[config.mk]
export PLATFORM = sky130hd
export DESIGN_NAME = stream_burst_sched
export DESIGN_NICKNAME = d
export VERILOG_FILES = /design/src/rtl/stream_burst_sched.sv
export SDC_FILE = /design/constraint.sdc
export NUM_CORES = 1
export LEC_CHECK = 0
export CELL_PAD_IN_SITES_DETAIL_PLACEMENT = 0
export CELL_PAD_IN_SITES_GLOBAL_PLACEMENT = 1
export CORE_MARGIN = 2
export CORE_UTILIZATION = 49
export CTS_BUF_LIST = sky130_fd_sc_hd__clkbuf_8
export DETAILED_ROUTE_END_ITERATION = 7
export DONT_BUFFER_PORTS = 1
export PLACE_DENSITY = 0.88
export SLEW_MARGIN = 20
export SYNTH_ARGS = -nofsm -noshare
export SYNTH_HDL_FRONTEND = slang
export SYNTH_SLANG_ARGS = --single-unit
[constraint.sdc]
create_clock -name clk -period 5.1 [get_ports clk]
set_clock_uncertainty 0.1 [all_clocks]
set_input_delay 0.51 -clock clk [delete_from_list [all_inputs] [get_ports clk]]
set_output_delay 0.51 -clock clk [all_outputs]
set_load 0.005 [all_outputs]
[src/rtl/stream_burst_sched.sv]
// rtl/stream_burst_sched.sv - burst-granularity round-robin scheduler merging two pixel streams into a credit-limited FIFO
module stream_burst_sched #(
  parameter int DW         = 32,
  parameter int BURST_LEN  = 16,
  parameter int FIFO_DEPTH = 64,
  parameter int LW         = $clog2(FIFO_DEPTH + 1)
) (
  input  logic          clk,
  input  logic          rst,
  input  logic [1:0]    slv0_mode,
  input  logic [1:0]    slv1_mode,
  input  logic          slv0_data_valid,
  input  logic          slv1_data_valid,
  input  logic          slv0_proc_valid,
  input  logic          slv1_proc_valid,
  input  logic [DW-1:0] slv0_data,
  input  logic [DW-1:0] slv1_data,
  output logic          slv0_ready,
  output logic          slv1_ready,
  input  logic [LW-1:0] fifo_level,
  input  logic          mstr0_cmplt,
  output logic          slvx_data_valid,
  output logic [DW-1:0] slvx_data,
  output logic [1:0]    slvx_mode,
  output logic          slvx_proc_val,
  output logic          data_source
);

  localparam int CW = $clog2(BURST_LEN);
  localparam logic [CW-1:0] LAST_CNT = CW'(BURST_LEN - 1);
  localparam logic [LW:0]   DEPTH_L  = (LW+1)'(FIFO_DEPTH);

  typedef enum logic [1:0] {IDLE, BURST, DONE} state_t;

  state_t        state;
  logic          rr;
  logic [CW-1:0] beat_cnt;

  logic [1:0]    g_mode;
  logic          g_valid;
  logic          g_proc;
  logic [DW-1:0] g_data;
  logic [LW:0]   occupancy;
  logic          space_ok;
  logic          grant_ok;
  logic          accepted;
  logic          burst_end;
  logic          elig0;
  logic          elig1;

  assign g_mode  = data_source ? slv1_mode       : slv0_mode;
  assign g_valid = data_source ? slv1_data_valid : slv0_data_valid;
  assign g_proc  = data_source ? slv1_proc_valid : slv0_proc_valid;
  assign g_data  = data_source ? slv1_data       : slv0_data;

  // The beat sitting in the output register is about to land in the FIFO but is not yet in fifo_level.
  assign occupancy = {1'b0, fifo_level} + {{LW{1'b0}}, slvx_data_valid};
  assign space_ok  = occupancy < DEPTH_L;

  assign grant_ok   = (state == BURST) & space_ok & ~mstr0_cmplt;
  assign slv0_ready = grant_ok & ~data_source;
  assign slv1_ready = grant_ok & data_source;
  assign accepted   = grant_ok & g_valid;
  assign burst_end  = (accepted & (beat_cnt == LAST_CNT)) | (g_mode == 2'd0);

  assign elig0 = slv0_mode != 2'd0;
  assign elig1 = slv1_mode != 2'd0;

  always_ff @(posedge clk) begin
    if (rst) begin
      state           <= IDLE;
      data_source     <= 1'b0;
      rr              <= 1'b0;
      beat_cnt        <= '0;
      slvx_data_valid <= 1'b0;
      slvx_data       <= '0;
      slvx_mode       <= 2'd0;
      slvx_proc_val   <= 1'b0;
    end else if (mstr0_cmplt) begin
      state           <= DONE;
      data_source     <= 1'b0;
      rr              <= 1'b0;
      beat_cnt        <= '0;
      slvx_data_valid <= 1'b0;
      slvx_data       <= '0;
      slvx_mode       <= 2'd0;
      slvx_proc_val   <= 1'b0;
    end else begin
      slvx_data_valid <= accepted;
      slvx_data       <= accepted ? g_data : '0;
      slvx_proc_val   <= accepted & g_proc;
      if (accepted) slvx_mode <= g_mode;

      case (state)
        IDLE: begin
          if (elig0 | elig1) begin
            data_source <= (elig0 & elig1) ? rr : elig1;
            beat_cnt    <= '0;
            state       <= BURST;
          end
        end
        BURST: begin
          if (burst_end) begin
            state <= IDLE;
            rr    <= ~data_source;
          end else if (accepted) begin
            beat_cnt <= beat_cnt + CW'(1);
          end
        end
        DONE:    state <= IDLE;
        default: state <= IDLE;
      endcase
    end
  end

endmodule

==> results by group <==
Route
  – # DRC: 0
  – Via density: 5.70
  – Drt first pass iters: 4
  – Initial DRC Count: 42
  – WL final: 3500 um
  – Vias: 1266
  – DRT antenna net count: 0
  – Per-cell routed wire length: 15.8 um

Synthesis
  – Synth warn: 0
  – Unique masters post-synth: 36
  – Synth top area cells: dfxtp_1 49%, mux2i_1 20%, nor2_1 9.0%
  – Synthesized area: 1790 um2
  – Syn avg cell area: 10.0 um2
  – Area share of the largest cell type after synthesis: 0.493
  – Synth Instances: 178
  – Seq/Total Area, Yosys: 0.493
  – Biggest area consumer among synthesized cells: dfxtp_1
  – Post-synthesis register bit count: 44
  – Post-Syn Nets: 261

Global route
  – Largest net degree at the start of global routing: 42
  – Initial antenna violation count: 0
  – GRT Total Usage: 0.174
  – GR Overflow Total: 0
  – First-pass GRT wire length: 5490 um
  – Vias in the first global route: 1249

Setup path
  – Slowest stage delay, CP: 510 ps
  – R2R Setup Slk: 2890 ps
  – Cell Chain, Critical Path: buf_4 -> inv_1 -> a21oi_1 -> nand4b_1 -> nor3_1 -> a21o_1
  – Slowest cell on crit path: buf_4
  – Worst path arrival time: 2350 ps
  – Critical R2R Capture: beat_cnt[3]$_SDFFE_PP0P_
  – Worst setup path class: reg -> reg
  – CP Capture Type: flop
  – Worst r2r src: data_source$_SDFFE_PP0P_
  – Reg2reg path depth: 6
  – Worst Path Max Fanout: 41
  – Worst Path Required: 5240 ps
  – Startpoint type of the worst setup path: flop

Timing
  – Slew Viols, Final: 0
  – Setup repair after global routing missed its margin: no
  – Final period utilization: 0.434
  – Relative slew slack: 0.340
  – Final hold vios: 0
  – Worst Hold Slack: 191 ps
  – Minimum clock period: 2210 ps
  – Setup TNS: 0 ps
  – Peak Freq: 0.452 GHz
  – # setup viols final: 0
  – Worst-Margin Slew: 988 ps

Placed design
  – PortBufs: 0
  – Routability cong.: 0.825
  – Post-DP Area: 1790 um2
  – Post-DP HPWL: 2760 um

Die
  – Chip width: 64.4 um
  – Num ports: 121
  – Core Footprint: 3420 um2
  – Area of the die: 4150 um2
  – FP Rows: 21
  – Initial Utilization: 0.523
  – Die height: 64.4 um

Finish
  – Diodes inserted: 0
  – Post-Layout Inst Area: 1880 um2
  – Area Growth Syn to Fin: 4.90%
  – Fraction of layout cells with a size suffix above 1: 0.0852
  – NumNets Final: 259
  – Fill cells: 323
  – Final core utilization: 0.549

Power and ir drop
  – VDD IR-drop max: 0.000214 V
  – Total power: 0.000576 W
  – Leak: 0.662 nW
  – PD cells: 307 nW/um2

Worst hold path
  – Hold WC Path Type: in -> reg
  – Hold Crit Depth: 1
  – Hold_sp: rst
  – Hold path endpoint: state[1]$_SDFFE_PP0P_

CTS
  – # H-tree levels: 2
  – CTS tree: yes
  – Root Driver: clkbuf_8
  – Skew-Pair Late Insertion Delay: 290 ps
  – Postcts setup bufs: 0
  – CTS resizes: 0
  – Clk buf depth: 2
  – Clock slew at reported path FFs: 80 ps
  – CTS buffer count: 5
  – TritonCTS sink count: 44
  – Hold_buf cts: 0

Status
  – Outcome: finished clean

Run
  – Max-cap violations: 0
synthesized netlist by cell type, drive strengths merged:
cell type / number
dfxtp: 44
nor2: 43
mux2i: 36
buf: 8
a21oi: 5
nand2: 4
nand3: 4
inv: 3
a211oi: 2
clkbuf: 2
nand4: 2
nor2b: 2
nor3b: 2
o21ai: 2
a211o: 1
a21o: 1
a31o: 1
a32o: 1
and3: 1
ha: 1
mux2: 1
nand2b: 1
nand4b: 1
nor3: 1
nor4b: 1
o211a: 1
o21a: 1
o221a: 1
o221ai: 1
o2bb2ai: 1
o31ai: 1
o41ai: 1
or2: 1
critical path, delay by kind of cell (launching register included):
family	cells	cell delay [ps]
and+or+nand+nor	2	460
AOI/OAI and AO/OA	2	590
DFF	1	350
buffers and inverters	2	650
registers in the layout, indices dropped and copies added (netlist names):
signal	flops
slvx_data	32
beat_cnt	4
slvx_mode	2
state	2
data_source	1
rr	1
slvx_data_valid	1
slvx_proc_val	1
stage by stage:
| step | cells | setup WS, ps |
|---|---|---|
| 2_1_floorplan | 178 | 3240 |
| 3_3_place_gp | 215 | 2840 |
| 3_5_place_dp | 215 | 2710 |
| 4_1_cts | 222 | 2850 |
| 5_1_grt | 222 | 2630 |
| 6_report | 222 | 2890 |
how the worst max path moves through the flow:
| stage | slack (ps) | to | start | cells after the start |
|---|---|---|---|---|
| after global placement | 2840 | slvx_data[20]$_SDFF_PP0_ | mstr0_cmplt | 4 |
| after floorplan | 3240 | beat_cnt[2]$_SDFFE_PP0P_ | mstr0_cmplt | 6 |
| final | 2890 | beat_cnt[3]$_SDFFE_PP0P_ | data_source$_SDFFE_PP0P_ | 6 |
| after CTS | 2850 | slvx_data[24]$_SDFF_PP0_ | state[1]$_SDFFE_PP0P_ | 4 |
| after global routing | 2630 | slvx_data[1]$_SDFF_PP0_ | state[1]$_SDFFE_PP0P_ | 4 |
| after detailed placement | 2710 | slvx_data[1]$_SDFF_PP0_ | mstr0_cmplt | 4 |
layer usage:
metal | up-vias | part of all wire | GRT usage
met4 | 0 | 0.011 | 0.0479
met2 | 75 | 0.52 | 0.319
met1 | 577 | 0.36 | 0.180
met3 | 5 | 0.10 | 0.0739
li1 | 609 | - | -
met5 | - | 0 | 0
cells in the final DEF, fill, tap and decap left out, drive strengths merged, types with 2 or more instances in the layout:
cell type,netlist,routed
nor2b,2,2
a211oi,2,2
mux2i,36,36
nor3b,2,2
a21oi,5,5
nand4,2,2
nor2,43,43
dfxtp,44,44
clkbuf,2,5
o21ai,2,2
nand3,4,4
inv,3,3
nand2,4,4
power breakdown:
group	total [W]	internal (W)	leakage, nW	switching, W
Sequential	0.000347	0.000345	0.355	0.00000167
Combinational	0.0000317	0.0000155	0.267	0.0000162
Clock	0.000197	0.0000925	0.0400	0.000105
Total	0.000576	0.000453	0.662	0.000123
final cells by class:
type | count | area (um2) | share of cell area
clock buffers | 5 | 68.8 | 0.0367
multi-input cells | 121 | 836 | 0.446
repair buffers | 1 | 7.51 | 0.00400
inverters | 3 | 11.3 | 0.00600
well taps | 46 | 57.6 | 0.0307
flip-flops and latches | 44 | 882 | 0.470
clock inverters | 2 | 12.5 | 0.00667
cell families after synthesis:
family,after synthesis,synth area share
multiplexers,37,0.217
AO/OA/AOI/OAI,20,0.0847
adder cells (fa/ha/maj),1,0.00700
flip-flops,44,0.493
buffers and inverters,13,0.0399
AND/OR/NAND/NOR,63,0.159
Power figures use the tool's default switching activity.
